===== config.mk =====
export PLATFORM = sky130hd
export DESIGN_NAME = phase_acc
export DESIGN_NICKNAME = d
export VERILOG_FILES = /design/src/rtl/dds_pkg.sv /design/src/rtl/dds_sweep_ctrl.sv /design/src/rtl/phase_acc.sv
export SDC_FILE = /design/constraint.sdc
export NUM_CORES = 1
export LEC_CHECK = 0
export CORE_MARGIN = 5
export CORE_UTILIZATION = 30
export DETAILED_ROUTE_END_ITERATION = 6
export SETUP_SLACK_MARGIN = 0.15
export SYNTH_ARGS = -nofsm -noshare
export SYNTH_HDL_FRONTEND = slang
export SYNTH_SLANG_ARGS = --single-unit

===== constraint.sdc =====
create_clock -name clk -period 4.7 [get_ports clk]
set_clock_uncertainty 0.2 [all_clocks]
set_input_delay 1.175 -clock clk [delete_from_list [all_inputs] [get_ports clk]]
set_output_delay 1.175 -clock clk [all_outputs]
set_load 0.02 [all_outputs]

===== src/rtl/dds_pkg.sv =====
// Shared definitions for the DDS phase accumulator: default widths, the
// controller state encoding and the phase-offset-to-address helper.
package dds_pkg;

    localparam int ACC_W_DEF      = 32;
    localparam int FREQ_SHIFT_DEF = 8;
    localparam int ADDR_W         = 16;
    localparam int FREQ_W         = 12;
    localparam int PHASE_W        = 8;

    typedef enum logic [1:0] {
        ST_IDLE     = 2'd0,
        ST_RUN      = 2'd1,
        ST_STOPPING = 2'd2
    } dds_state_e;

    // A phase offset is in 1/256 period units, so it occupies the top byte
    // of the lookup address.
    function automatic logic [ADDR_W-1:0] phase_to_addr(input logic [PHASE_W-1:0] ph);
        return {ph, 8'h00};
    endfunction

endpackage


===== src/rtl/dds_sweep_ctrl.sv =====
// Frequency sweep step: computes the next active frequency code taken at a
// period boundary. Only present in builds with DDS_SWEEP_EN defined.
`ifdef DDS_SWEEP_EN
module dds_sweep_ctrl
    import dds_pkg::*;
(
    input  logic [FREQ_W-1:0] freq_cur,
    input  logic [FREQ_W-1:0] freq_base,
    input  logic [FREQ_W-1:0] step,
    input  logic [FREQ_W-1:0] lim,
    output logic [FREQ_W-1:0] freq_next
);

    // One bit of headroom so an overflowing step still compares above the limit.
    logic [FREQ_W:0] sum_s;

    assign sum_s = {1'b0, freq_cur} + {1'b0, step};

    // Advance by the step, falling back to the base code once the limit is reached.
    always_comb begin
        freq_next = freq_cur;
        if (step == {FREQ_W{1'b0}}) begin
            freq_next = freq_cur;
        end else if (sum_s >= {1'b0, lim}) begin
            freq_next = freq_base;
        end else begin
            freq_next = sum_s[FREQ_W-1:0];
        end
    end

endmodule
`endif


===== src/rtl/phase_acc.sv =====
// DDS phase accumulator with start/stop control at period boundaries and
// glitch-free (boundary-aligned) frequency/phase updates.
// Optional build macro DDS_SWEEP_EN adds a per-period frequency sweep.
module phase_acc
    import dds_pkg::*;
#(
    parameter int ACC_W      = ACC_W_DEF,
    parameter int FREQ_SHIFT = FREQ_SHIFT_DEF
) (
    input  logic               clk,
    input  logic               rst_n,
    input  logic               run,
    input  logic               load,
    input  logic [FREQ_W-1:0]  state_freq,
    input  logic [PHASE_W-1:0] state_phase,
    input  logic               sync_clr,
`ifdef DDS_SWEEP_EN
    input  logic [FREQ_W-1:0]  sweep_step,
    input  logic [FREQ_W-1:0]  sweep_lim,
`endif
    output logic [ADDR_W-1:0]  addr,
    output logic               en,
    output logic               wrap,
    output logic               pending
);

    localparam int TW_RAW_W = FREQ_W + FREQ_SHIFT;

    dds_state_e          state_r;
    dds_state_e          state_nxt_s;
    logic [ACC_W-1:0]    acc_r;
    logic [FREQ_W-1:0]   freq_act_r;
    logic [PHASE_W-1:0]  ph_act_r;
    logic [FREQ_W-1:0]   freq_sh_r;
    logic [PHASE_W-1:0]  ph_sh_r;
    logic [FREQ_W-1:0]   freq_wrap_s;
    logic [TW_RAW_W-1:0] tw_raw_s;
    logic [ACC_W-1:0]    tw_s;
    logic [ACC_W:0]      sum_s;
    logic [ADDR_W-1:0]   acc_top_s;
    logic                active_s;
    logic                wrap_evt_s;
    logic                tw_zero_s;
    logic                apply_now_s;

    assign tw_raw_s    = TW_RAW_W'(freq_act_r) << FREQ_SHIFT;
    assign tw_s        = ACC_W'(tw_raw_s);
    assign tw_zero_s   = (tw_s == {ACC_W{1'b0}});
    assign sum_s       = {1'b0, acc_r} + {1'b0, tw_s};
    assign acc_top_s   = acc_r[ACC_W-1 -: ADDR_W];
    assign active_s    = (state_r != ST_IDLE);
    // A clear in the same cycle suppresses the addition, so it cannot carry.
    assign wrap_evt_s  = active_s && !sync_clr && sum_s[ACC_W];
    // With no increment there is no boundary to wait for, so loads land at once.
    assign apply_now_s = !active_s || wrap_evt_s || tw_zero_s;

`ifdef DDS_SWEEP_EN
    logic [FREQ_W-1:0] freq_base_r;
    logic [FREQ_W-1:0] freq_swept_s;

    dds_sweep_ctrl u_sweep (
        .freq_cur  (freq_act_r),
        .freq_base (freq_base_r),
        .step      (sweep_step),
        .lim       (sweep_lim),
        .freq_next (freq_swept_s)
    );

    assign freq_wrap_s = (state_r == ST_RUN) ? freq_swept_s : freq_act_r;
`else
    assign freq_wrap_s = freq_act_r;
`endif

    // Next controller state: stopping only completes at a period boundary.
    always_comb begin
        state_nxt_s = state_r;
        case (state_r)
            ST_IDLE: begin
                if (run) state_nxt_s = ST_RUN;
                else     state_nxt_s = ST_IDLE;
            end
            ST_RUN: begin
                if (run) state_nxt_s = ST_RUN;
                else     state_nxt_s = ST_STOPPING;
            end
            ST_STOPPING: begin
                if (run)                          state_nxt_s = ST_RUN;
                else if (wrap_evt_s || tw_zero_s) state_nxt_s = ST_IDLE;
                else                              state_nxt_s = ST_STOPPING;
            end
            default: begin
                state_nxt_s = ST_IDLE;
            end
        endcase
    end

    // Controller state, accumulator and registered lookup-stage outputs.
    always_ff @(posedge clk or negedge rst_n) begin
        if (!rst_n) begin
            state_r <= ST_IDLE;
            acc_r   <= {ACC_W{1'b0}};
            addr    <= {ADDR_W{1'b0}};
            en      <= 1'b0;
            wrap    <= 1'b0;
        end else begin
            state_r <= state_nxt_s;
            if (sync_clr || state_nxt_s == ST_IDLE || !active_s) begin
                acc_r <= {ACC_W{1'b0}};
            end else begin
                acc_r <= sum_s[ACC_W-1:0];
            end
            wrap <= wrap_evt_s;
            en   <= active_s;
            if (active_s) begin
                addr <= acc_top_s + phase_to_addr(ph_act_r);
            end else begin
                addr <= {ADDR_W{1'b0}};
            end
        end
    end

    // Active and shadow tuning registers; shadow values wait for a boundary.
    always_ff @(posedge clk or negedge rst_n) begin
        if (!rst_n) begin
            freq_act_r  <= {FREQ_W{1'b0}};
            ph_act_r    <= {PHASE_W{1'b0}};
            freq_sh_r   <= {FREQ_W{1'b0}};
            ph_sh_r     <= {PHASE_W{1'b0}};
            pending     <= 1'b0;
`ifdef DDS_SWEEP_EN
            freq_base_r <= {FREQ_W{1'b0}};
`endif
        end else if (load) begin
            if (apply_now_s) begin
                freq_act_r  <= state_freq;
                ph_act_r    <= state_phase;
                pending     <= 1'b0;
`ifdef DDS_SWEEP_EN
                freq_base_r <= state_freq;
`endif
            end else begin
                freq_sh_r <= state_freq;
                ph_sh_r   <= state_phase;
                pending   <= 1'b1;
            end
        end else if (wrap_evt_s) begin
            if (pending) begin
                freq_act_r  <= freq_sh_r;
                ph_act_r    <= ph_sh_r;
                pending     <= 1'b0;
`ifdef DDS_SWEEP_EN
                freq_base_r <= freq_sh_r;
`endif
            end else begin
                freq_act_r <= freq_wrap_s;
            end
        end
    end

endmodule


# After elaboration in Yosys (flattened, before gate mapping)
# Cells that the tools add are included.
word_totals:
  word_cells: 51
  register_bits: 93
op_classes:
  n_eq_ne: 3
  addsub: 2
  n_reduce_logical: 17
  bitwise: 1
  n_mux: 18
op_table:
  columns: ["operator", "n"]
  rows:
  - ["$mux W12", 4]
  - ["$add A32 B20 Y33", 1]
  - ["$logic_not A32 Y1", 1]
  - ["$mux W32", 1]
  - ["$mux W8", 4]
  - ["$add A16 B16 Y16", 1]
  - ["$mux W16", 1]
  - ["$mux W2", 3]
  - ["$pmux W2 S3", 1]
  - ["$reduce_bool A2 Y1", 3]
  - ["$logic_or A1 B1 Y1", 5]
  - ["$logic_not A2 Y1", 2]
  - ["$mux W1", 4]
  - ["$reduce_and A3 Y1", 1]
  - ["$eq A2 B1 Y1 const B", 1]
  - ["$eq A2 B2 Y1 const B", 1]
  - ["$logic_and A1 B1 Y1", 2]
  - ["$logic_not A1 Y1", 2]
  - ["$ne A2 B1 Y1 const B", 1]
  - ["$reduce_and A2 Y1", 1]
  - ["$not A1 Y1", 1]

# Logic depth before layout (Yosys ltp)
# Gate-level depths: netlist of run 1.
depth:
  word_depth: 11
  depth_mapped: 11
  depth_no_buf: 10

# Worst setup path before layout of run 1
# No wires, ideal clock.
synth_path:
  kind: "flip-flop to flip-flop"
  start: "reg freq_act_r[0]"
  end: "reg freq_act_r[10]"
  path_buffers: 1
  arrival_ps: 2430
  setup_time_ps: 128
  slack_ps: 1943
  required_time_ps: 4372
  path_stages_with_launch: 12
  path_cell_list: "dfrtp_1 ha_1 inv_1 fa_1 nor2b_1 o2111ai_1 and4b_1 o21ai_4 nand2_1 a21oi_1 buf_4 mux2_1"
synth_between:
  elab_chain_len: 6
synth_lines:
  columns: ["element", "line", "rtl"]
  rows:
  - ["start: declaration", "phase_acc.sv:32", "logic [FREQ_W-1:0] freq_act_r;"]
  - ["start signal: assignment", "phase_acc.sv:125", "freq_act_r <= {FREQ_W{1'b0}};"]
  - ["start signal: assignment", "phase_acc.sv:135", "freq_act_r <= state_freq;"]
  - ["start signal: assignment", "phase_acc.sv:148", "freq_act_r <= freq_sh_r;"]
  - ["$add A32 B20 Y33", "phase_acc.sv:49", "assign sum_s = {1'b0, acc_r} + {1'b0, tw_s};"]
  - ["$logic_and A1 B1 Y1", "phase_acc.sv:53", "assign wrap_evt_s = active_s && !sync_clr && sum_s[ACC_W];"]
  - ["$logic_or A1 B1 Y1 (2 in series)", "phase_acc.sv:55", "assign apply_now_s = !active_s || wrap_evt_s || tw_zero_s;"]
  - ["$ne A2 B1 Y1 (no source line)", null, null]
  - ["$reduce_and A3 Y1 (no source line) (*)", null, null]
# Mark *: on every way between the ends. The rest lies on a longest branch, timed or not.
# A chain may end at the register's enable or synchronous reset.

# Final worst setup path of run 1
layout_path:
  start: "reg freq_act_r[0]"
  end: "reg freq_sh_r[7]"
layout_between:
  elab_chain_len: 6
layout_lines:
  columns: ["element", "line", "rtl"]
  rows:
  - ["$add A32 B20 Y33", "phase_acc.sv:49", null]
  - ["$logic_and A1 B1 Y1", "phase_acc.sv:53", null]
  - ["$logic_or A1 B1 Y1", "phase_acc.sv:55", null]
  - ["$logic_or A1 B1 Y1 (*)", "phase_acc.sv:55", null]
  - ["$not A1 Y1 (no source line) (*)", null, null]
  - ["$reduce_and A2 Y1 (no source line) (*)", null, null]
  - ["end signal: assignment", "phase_acc.sv:127", "freq_sh_r <= {FREQ_W{1'b0}};"]
  - ["end signal: assignment", "phase_acc.sv:142", "freq_sh_r <= state_freq;"]
  - ["end: declaration", "phase_acc.sv:34", "logic [FREQ_W-1:0] freq_sh_r;"]
# Marked as above.

==> run metrics, run 1 <==
number of synthesized register bits=85; Final WS setup=1.28 ns; routed len/inst=14.6 um; WP data required=4.71 ns; post_cts resized=0; final period utilization=0.728; placed cells=573; CP Capture Type=flop; clock latency on the worst-skew pair=0.33 ns; minimum clock period=3.42 ns; maximum VDD drop=0.168 mV; HP Class=flop to flop; top-level I/O count=44; fin area=5130 sq um; global router's overall resource usage=0.111; mux cell area share after synthesis=0.160; clock tree buffer depth=2; # DRC=0; number of buffers created by CTS=9; # rows=43; height of the chip=128 um; Layout Cells excl Fill=587; Sum Neg Setup Slack=0 ns; Synth Net Count=403; largest family of logic cells by synthesized area=multiplexers; count of final hold-check violations=0; post-route antenna net violation count=0; final WL=8.60 mm; CP Launch Type=flop; Critical Path AT=3.44 ns; pin count of the biggest net entering global routing=86; # clock sinks=85; adder-cell share of the synthesized area=0.0660; RSZ-0062 raised after global routing=false; final net count=450; area grow syn2layout=22.0%; Initial Util=0.304; commonest non-fill, non-tap cells in the layout=dfrtp_1 (85), clkdlybuf4s50_1 (42), mux2_2 (39); CTS tree=built; Synth cell types=43; initial antenna violation count=0; final slew viol count=0; CTS Hold Bufs=0; routed vias=2764; clk slew on worst S/H paths=0.06 ns; sequential area share after synthesis=0.505; Max Clk Rate=0.292 GHz; Syn. warnings=0; First-pass DRT Iterations=4; Async SR Flop Fraction=1.00; I/O Buffers=43; H-tree levels=3; # setup viols final=0; DRT iter0 DRCs=161; synthesized area=4210 sq um; Mapped Avg Cell Area=11.8 sq um; Placer Congestion=0.831; CTS root buffer=clkbuf_16; die width=128 um; first-pass GRT wire length=14.3 mm; grt ovf=0; most common cell after layout, fill and taps aside=dfrtp_1; number of flops mapped to enable cells by yosys=0; Max-cap violations=0; die area=16500 sq um; status=finished, final reports clean; Core Area=13800 sq um; crit-path max FO=20; XOR/XNOR Fraction of Synth Area=0.0520; Pleak=2.27 nW; Placement Setup Slack=1.11 ns; Setup CP Type=flop to flop; relative slew slack=0.286; predominant post-synthesis flop cell=dfrtp_1; Vias/cell=4.71; antenna cells=0; total power=2.24 mW; Tightest Pin Transition=1.07 ns; vias in the first global route=2814; simple-gate area share of the yosys netlist=0.124; Post-CTS Setup Bufs=0; Post-DP Area=4830 sq um; post-detail-place hpwl=6.23 mm; layout cells sized above 1=0.150; Post-Syn Instances=357; Synth Area in Compound Gates=0.0716; Power Dens Cells=437 nW/um^2
sequential cells by signal, summed over array words and instances, names as in the netlist, 2 cells and up:
signal and cells:
acc_r 24, addr 16, freq_act_r 12, freq_sh_r 12, ph_act_r 8, ph_sh_r 8, state_r 2
area by class of cell:
class                      instances  area (sq um)
clock buffer                      13           270
clock inverter                     1          30.0
fill                            1321          8690
inverter                           9          33.8
multi-input combinational        253          2000
sequential                        85          2130
tap                              180           225
timing repair buffer              46           450
final timing paths:
| path | start | endpoint | slack, ns | depth (start not counted) |
|---|---|---|---|---|
| hold reg to reg | acc_r[16] | addr[0] | 0.29 | 1 |
| hold / removal | acc_r[16] | addr[0] | 0.29 | 1 |
| setup reg to reg | freq_act_r[0] | freq_sh_r[7] | 1.28 | 10 |
| max in group asynchronous | rst_n | addr[10] | 2.78 | 1 |
| min in group asynchronous | rst_n | addr[3] | 0.83 | 1 |
| setup / recovery | freq_act_r[0] | freq_sh_r[7] | 1.28 | 10 |
critical path, stage by stage, from the launching register on:
cell and delay [ns]:
dfrtp_1 0.36, ha_1 0.19, inv_1 0.06, fa_1 0.37, nor2b_1 0.20, o2111ai_1 0.16, and4b_1 0.27, o21ai_4 0.26
nand2_1 0.14, nand2_1 0.66, mux2_2 0.42
metal layers:
layer | global-route usage | share of wire | vias up
met5 | 0 | 0 | -
met4 | 0.0400 | 0.017 | 0
met3 | 0.0340 | 0.047 | 12
met2 | 0.179 | 0.48 | 56
met1 | 0.142 | 0.46 | 1348
li1 | - | - | 1348
kinds of logic (layout without fill, tap and decap cells):
family                   count (synthesis)  count (layout)
AO/OA/AOI/OAI                           45              45
XOR/XNOR                                25              25
adder cells (fa/ha/maj)                 21              21
buffers and inverters                   19              69
flip-flops                              85              85
multiplexers                            60              60
AND/OR/NAND/NOR                        102             102
report_power, final:
| part | internal [mW] | switching, mW |
|---|---|---|
| sequential | 0.854 | 0.0751 |
| clock | 0.449 | 0.256 |
| combinational | 0.288 | 0.320 |
| total | 1.59 | 0.651 |
cells in the mapped netlist (8+ instances only):
| master | number | area share |
|---|---|---|
| mux2_1 | 19 | 0.051 |
| xnor2_1 | 9 | 0.019 |
| inv_1 | 9 | 0.0080 |
| and2_1 | 11 | 0.016 |
| a21oi_1 | 17 | 0.020 |
| mux2_2 | 39 | 0.10 |
| nand2_1 | 8 | 0.0071 |
| xor2_1 | 16 | 0.033 |
| and3_1 | 8 | 0.012 |
| nor2b_1 | 8 | 0.012 |
| dfrtp_1 | 85 | 0.51 |
| nor2_1 | 36 | 0.032 |
| ha_1 | 19 | 0.056 |
per-stage QoR:
| stage | util | hold slack [ns] |
|---|---|---|
| 2_1_floorplan | - | 0.260 |
| 3_3_place_gp | 0.350 | 0.278 |
| 3_5_place_dp | 0.350 | 0.286 |
| 4_1_cts | 0.371 | 0.299 |
| 5_1_grt | 0.371 | 0.315 |
| 6_report | 0.371 | 0.293 |
No activity file was read; power rests on OpenSTA's default activity.
==> inputs of run 2 (changes only) <==
==> constraint.sdc (replaced) <==
create_clock -name clk -period 2.9 [get_ports clk]
set_clock_uncertainty 0.2 [all_clocks]
set_input_delay 0.725 -clock clk [delete_from_list [all_inputs] [get_ports clk]]
set_output_delay 0.725 -clock clk [all_outputs]
set_load 0.02 [all_outputs]
==> run 2 against run 1 <==
Total power increased by 71%. First-iteration DRC count decreased by 13%. Setup slack got worse by 1.3 ns. Register-to-register slack got worse by 1.3 ns. Combinational power increased by 89%. Sequential power increased by 63%. Worst hold slack got worse by 0.12 ns. Die area unchanged. Largest power group unchanged. Critical path depth increased by 2. Maximum frequency increased by 18%.
==> run metrics, run 2 (same netlist as run 1, synthesis figures left out) <==
status=finished, final reports clean (unchanged); Initial Util=0.304 (unchanged); CP Launch Type=flop (unchanged); final WL=9.13 mm (was 8.60 mm); minimum clock period=2.89 ns (was 3.42 ns); Setup CP Type=flop to flop (unchanged); CP peak stage delay=0.36 ns (was 0.66 ns); CTS Hold Bufs=0 (unchanged); layout cells sized above 1=0.259 (was 0.150); worst-case reg-to-reg path depth=12 (was 10); CP bufs+invs=3 (was 1); height of the chip=128 um (unchanged); CP top delay family=adder cells (was simple AND/OR/NAND/NOR gates); WP data required=2.92 ns (was 4.71 ns); number of flip-flops in the largest register=24 (unchanged); Vias/cell=4.73 (was 4.71); commonest non-fill, non-tap cells in the layout=dfrtp_1 (85), clkdlybuf4s50_1 (42), mux2_2 (39) (unchanged); post-route antenna net violation count=0 (unchanged); most flop-heavy register=acc_r (unchanged); grt ovf=0 (unchanged); routed vias=2895 (was 2764); Core Area=13800 sq um (unchanged); HP Class=input port to async pin (was flop to flop); I/O Buffers=43 (unchanged); vias in the first global route=2972 (was 2814); number of buffers created by CTS=9 (unchanged); final period utilization=0.997 (was 0.728); initial antenna violation count=0 (unchanged); CTS root buffer=clkbuf_16 (unchanged); Tightest Pin Transition=0.525 ns (was 1.07 ns); RSZ-0062 raised after global routing=true (was false); clock latency on the worst-skew pair=0.34 ns (was 0.33 ns); final slew viol count=0 (unchanged); multi-input logic area=2110 sq um (was 2000 sq um); crit-path max FO=5 (was 20); Power Dens Cells=690 nW/um^2 (was 437 nW/um^2); antenna cells=0 (unchanged); relative slew slack=0.650 (was 0.286); placed cells=583 (was 573); fillcell total=1296 (was 1321); die width=128 um (unchanged); # DRC=0 (unchanged); # rows=43 (unchanged); pin count of the biggest net entering global routing=46 (was 86); Max-cap violations=0 (unchanged); Pleak=2.49 nW (was 2.27 nW); CP Capture Type=flop (unchanged); most common cell after layout, fill and taps aside=dfrtp_1 (unchanged); CTS tree=built (unchanged); Max Clk Rate=0.346 GHz (was 0.292 GHz); clock tree buffer depth=2 (unchanged); register area=2130 sq um (unchanged); first-pass GRT wire length=14.9 mm (was 14.3 mm); area grow syn2layout=31.7% (was 22.0%); DRT iter0 DRCs=140 (was 161); count of final hold-check violations=0 (unchanged); Slowest cell on crit path=fa_2 (was nand2_1); First-pass DRT Iterations=4 (unchanged); final net count=473 (was 450); clk slew on worst S/H paths=0.06 ns (about the same); # clock sinks=85 (unchanged); # setup viols final=0 (unchanged); routed len/inst=14.9 um (was 14.6 um); maximum VDD drop=0.294 mV (was 0.168 mV); CP Depth=12 (was 10); Sum Neg Setup Slack=0 ns (unchanged); H-tree levels=3 (unchanged); global router's overall resource usage=0.114 (was 0.111); post-detail-place hpwl=6.32 mm (was 6.23 mm); Critical Path AT=2.91 ns (was 3.44 ns); Placer Congestion=0.833 (was 0.831); CP cell instances=ha_2, inv_2, fa_2, nor2b_4, o2111ai_2, and4b_2, o21ai_4, nand2_2, a21oi_4, buf_6, clkbuf_16, mux2_4 (was ha_1, inv_1, fa_1, nor2b_1, o2111ai_1, and4b_1, o21ai_4, nand2_1, nand2_1, mux2_2); die area=16500 sq um (unchanged); top-level I/O count=44 (unchanged); Layout Cells excl Fill=612 (was 587); biggest regs=acc_r x24, addr x16 (unchanged)
-- run 2: changes by cell type in the layout (fill, tap and decap cells not counted), moves of 2 or more --
cell / before / now
clkbuf_16: 9 / 11
mux2_1: 19 / 2
buf_4: 4 / 15
ha_1: 19 / 17
buf_6: 0 / 6
ha_2: 0 / 2
mux2_4: 0 / 17
buf_12: 0 / 3
-- run 2: repair_timing --
action                                  in CTS  in global routing
resized for setup                            9                 27
buffers inserted                             7                  3
pin swaps                                    4                  1
endpoints found under the setup margin      62                 64
gates cloned                                 1                  2
-- run 2: area by class of cell --
class,instances,share of cell area
clock inverter,3,0.00790
clock buffer,13,0.0470
sequential,85,0.384
multi-input combinational,253,0.381
inverter,9,0.00609
timing repair buffer,69,0.133
tap,180,0.0406
-- run 2: final timing paths --
path                                        to  slack (ns)          start
worst max-delay path            freq_act_r[10]       0.008  freq_act_r[0]
worst min-delay path                   addr[4]        0.17          rst_n
worst max register to register  freq_act_r[10]       0.008  freq_act_r[0]
worst min register to register         addr[2]        0.30      acc_r[18]
max in group asynchronous           ph_sh_r[5]        1.70          rst_n
min in group clk                       addr[2]        0.30      acc_r[18]
-- run 2: per-layer routing --
metal,vias up,track usage,wire length (um)
li1,1396,-,-
met1,1443,0.139,4130
met2,44,0.192,4470
met3,12,0.0324,377
met4,0,0.0431,157
met5,-,0,0
-- run 2: report_power, final --
group | internal [mW] | switching [mW]
clock | 0.715 | 0.446
sequential | 1.38 | 0.127
combinational | 0.598 | 0.557
-- run 2: metrics by stage --
step	setup slack (ns)	cell area, sq um	power, mW	hold WS [ns]	util
floorplan	0.168	4210	2.21	0.229	-
global placement	0.0946	4950	2.52	0.282	0.358
detailed placement	-0.0126	4950	2.55	0.288	0.358
CTS	0.0756	5370	3.78	0.189	0.388
global route	-0.0934	5540	4.05	0.225	0.401
finish	0.00825	5540	3.83	0.175	0.401
